File: config.mk
export PLATFORM = sky130hd
export DESIGN_NAME = fifo_write_arbiter
export DESIGN_NICKNAME = d
export VERILOG_FILES = /design/src/rtl/fifo_write_arbiter.sv
export SDC_FILE = /design/constraint.sdc
export NUM_CORES = 1
export LEC_CHECK = 0
export ABC_AREA = 1
export CORE_ASPECT_RATIO = 0.75
export CORE_MARGIN = 8
export CORE_UTILIZATION = 39
export DETAILED_ROUTE_END_ITERATION = 10
export PLACE_DENSITY = 0.81
export SETUP_SLACK_MARGIN = 0.4
export SLEW_MARGIN = 20
export SYNTH_ARGS = -nofsm -noshare
export SYNTH_HDL_FRONTEND = slang
export SYNTH_SLANG_ARGS = --single-unit
File: constraint.sdc
create_clock -name clk -period 1.6 [get_ports clk]
set_input_delay 0.16 -clock clk [delete_from_list [all_inputs] [get_ports clk]]
set_output_delay 0.16 -clock clk [all_outputs]
set_load 0.005 [all_outputs]
File: src/rtl/fifo_write_arbiter.sv
// -----------------------------------------------------------------------------
// fifo_write_arbiter
//
// Round-robin arbiter that lets NUM_REQ valid/ready producers share a single
// synchronous FIFO write port. A producer holds the grant for at most
// BURST_LEN words, or until it drops valid. The FIFO full flag stalls the
// burst without giving up the grant. There is one IDLE cycle between grants.
//
// Ports
//   clk           single clock, rising edge
//   reset         asynchronous, active-high, clears all state immediately
//   req_valid     per-producer "word available"
//   req_data      packed producer words, producer i at [i*DATA_WIDTH +: DATA_WIDTH]
//   req_ready     per-producer "word accepted this cycle" (when valid is also high)
//   fifo_full     FIFO full flag, sampled combinationally in the write cycle
//   fifo_write    FIFO write strobe
//   fifo_data_in  FIFO write data (granted producer's word, always driven)
//   grant_valid   a producer currently holds the grant
//   grant_id      index of the granted (or most recently granted) producer
// -----------------------------------------------------------------------------
module fifo_write_arbiter #(
  parameter int NUM_REQ    = 4,
  parameter int DATA_WIDTH = 8,
  parameter int BURST_LEN  = 4
) (
  input  logic                             clk,
  input  logic                             reset,
  input  logic [NUM_REQ-1:0]               req_valid,
  input  logic [NUM_REQ*DATA_WIDTH-1:0]    req_data,
  output logic [NUM_REQ-1:0]               req_ready,
  input  logic                             fifo_full,
  output logic                             fifo_write,
  output logic [DATA_WIDTH-1:0]            fifo_data_in,
  output logic                             grant_valid,
  output logic [$clog2(NUM_REQ)-1:0]       grant_id
);

  localparam int IDX_W = $clog2(NUM_REQ);
  localparam int CNT_W = $clog2(BURST_LEN + 1);

  localparam logic [0:0] ST_IDLE  = 1'b0;
  localparam logic [0:0] ST_GRANT = 1'b1;

  localparam logic [CNT_W-1:0] LAST_BEAT = CNT_W'(BURST_LEN - 1);
  localparam logic [IDX_W-1:0] LAST_IDX  = IDX_W'(NUM_REQ - 1);

  logic [0:0]       state_q, state_d;
  logic [IDX_W-1:0] grant_idx_q, grant_idx_d;
  logic [IDX_W-1:0] rr_ptr_q, rr_ptr_d;
  logic [CNT_W-1:0] beat_cnt_q, beat_cnt_d;

  logic [DATA_WIDTH-1:0] req_word [NUM_REQ];
  logic [IDX_W-1:0]      scan_idx [NUM_REQ];
  logic [NUM_REQ-1:0]    scan_hit;

  logic             pick_found;
  logic [IDX_W-1:0] pick_idx;
  logic             in_grant;
  logic             granted_valid;
  logic             transfer;
  logic             rel_burst;
  logic [IDX_W-1:0] rr_next;

  // Unpack producer words and build the rotated scan order starting at rr_ptr.
  genvar gi;
  generate
    for (gi = 0; gi < NUM_REQ; gi++) begin : g_req
      logic [IDX_W:0] scan_sum;

      assign req_word[gi] = req_data[gi*DATA_WIDTH +: DATA_WIDTH];

      // One extra bit keeps rr_ptr+offset exact so the fold back below NUM_REQ
      // also works when NUM_REQ is not a power of two.
      assign scan_sum     = {1'b0, rr_ptr_q} + (IDX_W+1)'(gi);
      assign scan_idx[gi] = (scan_sum >= (IDX_W+1)'(NUM_REQ))
                          ? IDX_W'(scan_sum - (IDX_W+1)'(NUM_REQ))
                          : scan_sum[IDX_W-1:0];
      assign scan_hit[gi] = req_valid[scan_idx[gi]];
    end
  endgenerate

  // First hit in scan order wins: walk from the far end so the nearest
  // offset to rr_ptr is the last one written.
  always_comb begin
    pick_found = |scan_hit;
    pick_idx   = scan_idx[0];
    for (int k = NUM_REQ - 1; k >= 0; k--) begin
      if (scan_hit[k]) begin
        pick_idx = scan_idx[k];
      end
    end
  end

  assign in_grant      = (state_q == ST_GRANT);
  assign granted_valid = req_valid[grant_idx_q];
  assign transfer      = in_grant && granted_valid && !fifo_full;
  assign rr_next       = (grant_idx_q == LAST_IDX) ? '0 : grant_idx_q + IDX_W'(1);

  // Ready depends only on state and fifo_full, never on req_valid.
  always_comb begin
    req_ready = '0;
    if (in_grant) begin
      req_ready[grant_idx_q] = !fifo_full;
    end
  end

  assign fifo_write   = transfer;
  assign fifo_data_in = req_word[grant_idx_q];
  assign grant_valid  = in_grant;
  assign grant_id     = grant_idx_q;

  always_comb begin
    state_d     = state_q;
    grant_idx_d = grant_idx_q;
    rr_ptr_d    = rr_ptr_q;
    beat_cnt_d  = beat_cnt_q;
    rel_burst   = 1'b0;

    case (state_q)
      ST_IDLE: begin
        if (pick_found) begin
          state_d     = ST_GRANT;
          grant_idx_d = pick_idx;
          beat_cnt_d  = '0;
        end
      end
      default: begin
        if (!granted_valid) begin
          // Producer ran dry: give the port away without writing.
          rel_burst = 1'b1;
        end else if (transfer) begin
          if (beat_cnt_q == LAST_BEAT) begin
            rel_burst = 1'b1;
          end else begin
            beat_cnt_d = beat_cnt_q + CNT_W'(1);
          end
        end
        // valid && full: stall, grant and beat count held.

        if (rel_burst) begin
          state_d    = ST_IDLE;
          rr_ptr_d   = rr_next;
          beat_cnt_d = '0;
        end
      end
    endcase
  end

  always_ff @(posedge clk or posedge reset) begin
    if (reset) begin
      state_q     <= ST_IDLE;
      grant_idx_q <= '0;
      rr_ptr_q    <= '0;
      beat_cnt_q  <= '0;
    end else begin
      state_q     <= state_d;
      grant_idx_q <= grant_idx_d;
      rr_ptr_q    <= rr_ptr_d;
      beat_cnt_q  <= beat_cnt_d;
    end
  end

endmodule

Word level (Yosys, flattened, before mapping). Index checks and enable logic that the tools add are counted.

Add/sub/neg operators: 9. $lt $le $gt $ge: 11. Eq/ne operators: 5. Muxes and demuxes: 38. Bitwise logic cells: 3. Reductions and logical operators: 9.

Operator list (number): 2-bit 2-to-1 mux (9); 3-bit 2-to-1 mux (6); 8-bit binary-select mux with 2-bit select (1); 8-bit 2-to-1 mux (2); 2-bit by 3-bit less-than comparator with 1-bit output (second input constant) (5); 1-bit 2-to-1 mux (13); 3-bit >= comparator (second input constant) (4); 1-bit binary-select mux with 2-bit select (5); 2-bit by 1-bit subtractor with 2-bit output (second input constant) (4); 2-bit by 2-bit adder with 3-bit output (second input constant) (2); 3-bit by 2-bit != test with 1-bit output (second input constant) (2); 4-bit bitwise AND (1); 4-bit 2-to-1 mux (1); 2-bit AND reduction (2); 4-bit AND reduction (1); 4-bit OR reduction (1); 2-bit by 1-bit adder with 3-bit output (second input constant) (1); 3-bit by 1-bit adder with 3-bit output (second input constant) (1); 3-bit by 2-bit == test with 1-bit output (second input constant) (1); 2-bit by 3-bit >= comparator with 1-bit output (second input constant) (1); 1-bit logical AND (3); 3-bit by 1-bit != test with 1-bit output (second input constant) (1); 2-bit inverter with 3-bit output (1); 2-bit by 1-bit adder with 2-bit output (second input constant) (1); other kinds (6) (6).

Flip-flop bits (word level): 8. Bits of input ports: 39. Output and inout bits: 16. Logic and storage cells: 79.

Depth between registers and ports, before layout. Gate-level depths: netlist of the first run.

Depth in word-level cells: 9. Depth in mapped cells: 12. Mapped depth without buffers: 11.

Worst setup path before layout of the first run. Ideal clock, no wire load.

Path type: register to register. Start: reg grant_idx_q[0], in the netlist grant_id[0]. End: reg rr_ptr_q[1]. Library setup time: 127 ps. Data arrival time: 1181 ps. Data required time: 1473 ps. Setup slack: 292 ps. Cell stages (with the launch flop): 7. Buffers on the path: 2. Period minus slack after synthesis: 1308 ps. Cell sequence: dfrtp_1 > inv_1 > buf_2 > buf_2 > ha_1 > nand2_1 > o21ai_0.

Elaborated cells on any way between the ends: 11. Those cells by class: add/sub: 1; eq/ne: 1; mux: 6; reduce/logical: 3.

RTL lines: from (decl) (RTL line 48) `logic [IDX_W-1:0] grant_idx_q, grant_idx_d;`; from (signal assigned) (RTL line 157) `grant_idx_q <= grant_idx_d;`; 2-bit by 1-bit adder with 2-bit output / 2-bit == test (equally long branches) (RTL line 97) `assign rr_next = (grant_idx_q == LAST_IDX) ? '0 : grant_idx_q + IDX_W'(1);`; 2-bit 2-to-1 mux (*) (RTL line 97); via rr_next[1] (RTL line 62) `logic [IDX_W-1:0] rr_next;`; to (signal assigned) (RTL line 158) `rr_ptr_q <= rr_ptr_d;`; to (decl) (RTL line 49) `logic [IDX_W-1:0] rr_ptr_q, rr_ptr_d;`.

The timed path passes the listed nets; every way through them passes the cells marked *. The select of a mux whose other input is x is not followed. A chain may end at the register's enable or synchronous reset.

Worst setup path after layout of the first run.
Start: reg grant_idx_q[0], in the netlist grant_id[0]. End: reg beat_cnt_q[0].

Longest elaborated chain between the ends: 9. Elaborated cells on any way between the ends: 13. Those cells by class: eq/ne: 3; mux: 7; reduce/logical: 3.

Ends and longest elaborated chain: 1-bit binary-select mux with 2-bit select (*) (RTL line 95) `assign granted_valid = req_valid[grant_idx_q];`; 1-bit 2-to-1 mux (not written as such) (*) (RTL line 95); 1-bit logical AND (2 in a row) (RTL line 96) `assign transfer = in_grant && granted_valid && !fifo_full;`; 1-bit 2-to-1 mux (RTL line 131) `end else if (transfer) begin`; 1-bit 2-to-1 mux (RTL line 128) `if (!granted_valid) begin`; 1-bit 2-to-1 mux (RTL line 119) `case (state_q)`; 3-bit by 2-bit != test with 1-bit output (no source line) (tied with other cells); 4-bit AND reduction (no source line) / 3-bit 2-to-1 mux (equally long branches); to (signal assigned) (RTL line 159) `beat_cnt_q <= beat_cnt_d;`; to (decl) (RTL line 50) `logic [CNT_W-1:0] beat_cnt_q, beat_cnt_d;`.

Mark *: on every way between the ends. The rest lies on a longest branch, timed or not. The select of a mux whose other input is x is not followed.

==> run summary, run 1 <==
The number of hold buffers added after CTS was 0. Setup repair after global routing could not meet its margin everywhere. Including well taps, the total number of placed cells is 271. The stage delay of the slowest cell on the critical path is ~460 ps.

The combined area of the multi-input logic cells came out at approximately 1100 µm². The total area inside the core boundary comes to about 2500 µm². After detailed routing, the number of vias per cell comes to slightly above 6. The worst setup path is launched from a flip-flop.

Along the worst path, the maximum fanout reaches 3. The net count after synthesis came out at 215. In this run the remaining antenna-violating nets after routing total 0. The critical path is of the flip-flop to flip-flop type.

The number of unique standard cell types used by synthesis came out at 22. The final reports fail on setup timing. The data arrival time of the critical path is between 2000 and 2500 ps. The power per cell area came out at 2150 nW/µm². The total overflow reported by the global router is 0. By area the synthesized netlist is led by dfrtp_1 20%, nand2_1 15%, o21ai_0 9.4%. The share of the clock period used by the worst path came out at 114%. The die outline height is between 60 and 70 µm. The worst setup path is captured at a flip-flop.

Max-cap violations in this run came to 0. In this run the worst hold path is classified as input pin to asynchronous set/reset pin. Of the cells placed in the final design, the portion with a size suffix greater than 1 is a little over half. Traced cell by cell, the critical path runs through inv_2 > buf_6 > nand2_2 > nand3_4 > nand2_4 > buf_6 > a21oi_4 > nand2_4 > nor2_1 > nand3_1 > nand2_1. The mapped netlist covers ~1000 µm². The number of clock buffers added by TritonCTS is 3. The final hold violation count was 0. Entering global routing, the biggest net connects 11 pins. The worst register-to-register path begins at grant_id[0]. The number of global-route vias before repair is 1682.

The clock slew at the register clock pins of the worst setup and hold paths is 80 ps. The total number of vias is 1848. The floorplan step defined a die boundary enclosing ~4500 µm². In the final design database the tool counted between 300 and 400 nets. TritonCTS built the clock tree.

Excluding fillers, the count of instances in the completed layout stands at about 300. The worst setup slack after layout came out at -221 ps. The post-detailed-placement half-perimeter wirelength came out at roughly 3000 µm.

dfrtp_1 takes more of the synthesized area than any other cell. The worst-case headroom to the max-slew limit came out at between 70% and 80%. The count of mapped cells out of synthesis is 170. On the final layout, the worst clock skew is approximately 16 ps. The final wirelength came out at 7900 µm.

For the finished layout, the period the worst path requires is about 1800 ps. The global-route wire length before repair came out at between 9000 and 10000 µm. In the routed design, unresolved DRC markers number 0. The worst vdd rail ir drop came out at 0.00174 V. The number of fill cells in the layout is between 70 and 80.

The Yosys step of the flow raised 0 warnings. The setup-violating endpoint count in the final report came out at 16. The floorplan has 16 rows. The congestion estimate from routability-driven global placement came to 0.809. The share of Yosys cell area claimed by the top area cell type is 19.8%. CTS built an H-tree with a depth of 1. The count of buffering cells on the critical path with inverters included came out at 3. In the final layout, flip-flops and latches occupy 204 µm². The worst endpoint required time came out at 1800 ps.

The number of antenna violations at the first check in global routing is 0. The buffer depth of the longest clock path came out at 2. Tracing the worst setup path back leads to its startpoint at grant_id[0]. On the critical path, the stage with the largest delay is an instance of dfrtp_2. The first-pass iteration count of the detailed router came out at 8. From left edge to right edge, the die measures about 75 µm. Final hold analysis gives a worst-case slack of 159 ps. Derived from the worst setup path, the maximum achievable clock frequency is 549 MHz. The worst setup slack for register-to-register paths is -220 ps. The effective utilization at floorplan came out at 39.7%.

After detailed routing, the average wire length per cell comes to ~26 µm. The register bit total from synthesis came out at 8. The count of boundary I/O pins came out at 55. In this run the clock root is driven by a clkbuf_4. In this run the tool buffered the top-level ports with between 50 and 60 buffer cells. The clock insertion delay at the later pin of the skew report came out at roughly 280 ps. After the first detailed-routing iteration, the DRC count stood at about 170. The total count of max-transition violations in the final report is 0. The leakage power total is ~1.1 nW.

For this run, the total global-route usage over all layers was measured as a little over a quarter. The transition time at the pin with the least slew margin came out at approximately 340 ps. A synthesized cell averages about 5.9 µm². The total clock sinks came out at 8. The relative area change from synthesis to final layout is 137%.

The antenna cell count came out at 0. Of the synthesized area, sequential elements account for 19.8%. The flow ran to the end, but the final reports show violations. Among cell families on the critical path, the largest total delay comes from simple AND/OR/NAND/NOR gates.
==> metrics by stage <==
| step | TNS, ps | worst slack, ps | area (µm²) | utilization (%) | power (mW) |
|---|---|---|---|---|---|
| 6_report | -1400 | -221 | 2390 | 94.1 | 5.15 |
| 5_1_grt | -1780 | -212 | 2390 | 94.1 | 5.30 |
| 4_1_cts | 0 | 76.5 | 2120 | 83.3 | 3.88 |
| 3_5_place_dp | -237 | -63.3 | 1720 | 67.5 | 2.79 |
| 3_3_place_gp | -183 | -50.0 | 1720 | 67.5 | 2.74 |
| 2_1_floorplan | 0 | 338 | 1040 | - | 1.81 |
==> final timing paths <==
check,end,cells past startpoint
setup / recovery,beat_cnt_q[0],11
hold / removal,beat_cnt_q[1],2
setup reg to reg,beat_cnt_q[0],11
hold reg to reg,beat_cnt_q[0],2
max in group asynchronous,grant_id[0],2
min in group clk,beat_cnt_q[0],2
==> what timing repair did <==
action	in CTS	in global routing
endpoints found under the setup margin	24	24
buffers inserted	21	3
pin swaps	23	22
gates resized for setup	133	71
cloned	1	0
==> area by class of cell <==
cell class | count | share of cell area, %
Multi-Input combinational cell | 136 | 44.7
Timing Repair Buffer | 96 | 40.2
Sequential cell | 8 | 8.53
Inverter | 20 | 3.77
Tap cell | 36 | 1.88
Clock buffer | 3 | 0.941
==> power breakdown <==
part           leakage, nW  internal (mW)  switching, mW
logic                 1.01           2.02           2.51
clock network       0.0138         0.0873          0.102
registers           0.0981          0.300          0.129
total                 1.12           2.41           2.74
==> logic make-up after synthesis <==
| group | count (synthesis) | share of synthesized area, % |
|---|---|---|
| adder cells (fa/ha/maj) | 6 | 7.43 |
| flip-flops | 8 | 19.8 |
| AND/OR/NAND/NOR | 99 | 44.7 |
| buffers and inverters | 26 | 11.3 |
| AO/OA/AOI/OAI | 31 | 16.7 |
==> Yosys cell counts (all sizes together) <==
cell and count:
a21oi 3, and2 1, buf 6, dfrtp 8
ha 6, inv 20, nand2 56, nand3 14
nand4 1, nor2 27, o21ai 20, o22ai 8
==> metal layers <==
layer	vias to the layer above	wire (µm)	global-route usage (%)
met5	-	0	0
met4	0	593	13.9
met3	66	1100	6.53
met2	191	3330	47.5
met1	854	2870	28.2
li1	737	-	-
==> layout by cell type, fill, tap and decap left out, drive strengths merged <==
| cell | count |
|---|---|
| nand2 | 56 |
| buf | 56 |
| clkdlybuf4s50 | 36 |
| nor2 | 27 |
| inv | 20 |
| o21ai | 20 |
| nand3 | 14 |
| o22ai | 8 |
| dfrtp | 8 |
| ha | 6 |
| clkbuf | 3 |
| a21oi | 3 |
| dlymetal6s2s | 2 |
| clkdlybuf4s15 | 2 |
| and2 | 1 |
| nand4 | 1 |
==> registers in the layout, indices dropped and copies added (netlist names) <==
signal,cells
grant_id,2
rr_ptr_q,2
grant_valid,1
beat_cnt_q,3
No activity file was read; power rests on OpenSTA's default activity.
==> inputs of run 2 (changes only) <==
Settings changed: CAP_MARGIN from default to 10.
==> results of run 2 <==
Final layout, timing and power as in run 1 (identical DEF).
==> inputs of run 3 (changes only) <==
Settings changed: CORE_ASPECT_RATIO 0.75 to default.
==> run 3 against run 2 <==
The run still ends with setup timing left. Cell area decreased by 3.9%. Sequential share of layout area increased by 0.34 points. Via count decreased by 5.0%. Core utilization decreased by 1.3 points. Non-clock buffer count decreased by 1. Worst setup slack improved by 160 ps. Final cell count decreased by 2.3%. Combinational power decreased by 8.6%. Clock power decreased by 5%. Worst hold slack got worse by 30 ps. Critical path depth decreased by 5. Clock skew increased by 2.4 ps. Critical endpoint is now fifo_data_in[5]. Largest cell class unchanged. Highest routed layer unchanged.
==> run summary, run 3 (synthesis gave the netlist of run 1 again) <==
During I/O placement, the number of pins put on the boundary was between 50 and 60. The clock slew at the register clock pins of the worst setup and hold paths came out at about 70 ps. TritonCTS built the clock tree. The number of port buffers came out at 54. No sink is reached through more buffers than the 2 on the longest clock path. The worst reg-to-reg path cell count came out at 11. The path class of the lowest-slack min-delay path is input pin to asynchronous set/reset pin.

The proportion of layout cells with a drive suffix above 1 came out at 54.6%. The flip-flop count of the largest register, all copies and words added came out at 3. The die width came out at ~67 µm.

The utilization after layout is between 90% and 100%. The library cells used most frequently in the layout, excluding fill and tap cells, are 38 x clkdlybuf4s50_1, 25 x nand2_1, 21 x buf_4. The clock net in this run drives a total of 8 sinks.

The number of placement rows is 18. The share of the clock period used by the worst path came out at 104%. For this block, wires on met1 add up to roughly 2200 µm. The routed length on met3 came out at 601 µm. The power per cell area is a little over 2000 nW/µm².

By startpoint and endpoint, the worst setup path is classified as flip-flop to primary output. Across the run, the number of max-cap violations was 0. Compared with the post-synthesis result, the final layout area differs by 128%. CTS placed an instance of clkbuf_4 at the clock tree root. The number of buffers created by CTS is 3. The leakage power total came out at about 1.1 nW.

The transition time at the pin with the least slew margin is ~330 ps. The final setup skew is 18.4 ps. The worst setup slack after layout is -63.1 ps. STA classifies the critical path startpoint as a flip-flop. The top achievable clock speed came out at 601 MHz. Power comes to about 4.7 mW. The met2 wire length is roughly 3500 µm. The library cell used most frequently in the layout, excluding fill and tap cells, is clkdlybuf4s50_1.

For this block, the initial DRC count from the detailed router was between 150 and 200. After detailed routing, no signal wire sits above met4. The post-placement worst setup slack came out at -106 ps. The number of antenna violations at the first check in global routing is 0.

The largest net degree at the start of global routing came out at 9. The checks that failed: setup timing. The total count of max-transition violations in the final report came out at 0. The peak fanout along the critical path came out at 8. The standard cell core area came out at ~2500 µm². In this run the number of H-tree levels came out at 1. More flip-flops sit in one register than any other, and that register is beat_cnt_q. The first-pass iteration count of the detailed router came out at 4. The final hold violation count came out at 0.

The post-route DRC violation count came out at 0. The total overflow reported by the global router came out at 0. Across the VDD grid, the largest voltage drop is 0.00207 V.

The routed design could run at a clock period as short as between 1500 and 2000 ps. The total number of vias is 1756. The worst-case headroom to the max-slew limit came out at 78.0%. The number of nets in the finished design came out at just over 300.

The data arrival time of the critical path came out at about 1500 ps. The number of buffers inserted for hold repair after clock tree synthesis is 0. Data on the critical path is required at its endpoint by 1440 ps.

The critical path endpoint category is a primary output. For this block, the routed nets add up to between 6000 and 7000 µm of wire. The first global-routing pass estimated approximately 8000 µm of wire. The antenna cell count came out at 0. The clock insertion delay at the later pin of the skew report is between 200 and 300 ps. The remaining antenna violation count came out at 0. The mean number of vias per cell is 6.01. Global routing consumed, over all layers together, between 20% and 30% of the routing resources.

Setup repair after global routing could not meet its margin everywhere. The die covers roughly 4500 µm². Routability-driven placement finished with a final weighted congestion of 0.825. The die outline height came out at ~67 µm. The post-detailed-placement half-perimeter wirelength is 3060 µm. The layout has 86 filler cells. The number of global-route vias before repair came out at roughly 1600.

Once the floorplan was initialized, standard cells occupied approximately two fifths of the core. The routed wirelength normalized by instance count is ~23 µm. The flow ran to the end, but the final reports show violations.

The setup-violating endpoint count in the final report came out at 13.
## run 3: worst paths after layout
check | slack, ps | endpoint | startpoint
worst max-delay path | -60 | fifo_data_in[5] | grant_id[0]
worst min-delay path | 130 | grant_id[1] | reset
worst max register to register | -60 | beat_cnt_q[1] | rr_ptr_q[0]
worst min register to register | 510 | beat_cnt_q[2] | beat_cnt_q[2]
max in group asynchronous | 1210 | beat_cnt_q[1] | reset
min in group clk | 510 | beat_cnt_q[2] | beat_cnt_q[2]
## run 3: power breakdown
part / total [mW] / switching, mW / leakage [nW] / internal (mW)
sequential: 0.418 / 0.118 / 0.0981 / 0.300
combinational: 4.14 / 2.25 / 0.968 / 1.89
clock: 0.181 / 0.0938 / 0.0138 / 0.0871
## run 3: worst max-delay path, stage by stage (launching register included)
cell,delay (ps)
dfrtp_2,450
inv_2,100
buf_6,140
buf_12,120
nor2_1,40
o22ai_1,190
buf_2,160
## run 3: layout make-up
| type | instances | area (µm²) | share of cell area (%) |
|---|---|---|---|
| Multi-Input combinational cell | 136 | 1020 | 44.4 |
| Timing Repair Buffer | 95 | 922 | 40.1 |
| Inverter | 20 | 92.6 | 4.03 |
| Clock buffer | 3 | 22.5 | 0.979 |
| Sequential cell | 8 | 204 | 8.87 |
| Tap cell | 30 | 37.5 | 1.63 |
## run 3: metal layers
metal | GRT usage (%) | up-vias
met3 | 3.52 | 44
met4 | 11.5 | 0
li1 | - | 740
met5 | 0 | -
met2 | 43.5 | 153
met1 | 21.8 | 819
## run 3: what timing repair did
action	in CTS	in global routing
pin swaps	23	26
buffers inserted	20	4
gates cloned	2	0
resized for setup	120	71
hold endpoints to repair	0	0
setup endpoints to repair	24	24
## run 3: stage by stage
stage,setup TNS (ps),instances,hold WS [ps],cell area [µm²]
3_3_place_gp,-65.9,263,420,1690
2_1_floorplan,0,170,-24.3,1040
3_5_place_dp,-192,263,431,1690
5_1_grt,-762,292,170,2300
4_1_cts,0,288,153,2010
6_report,-469,292,128,2300
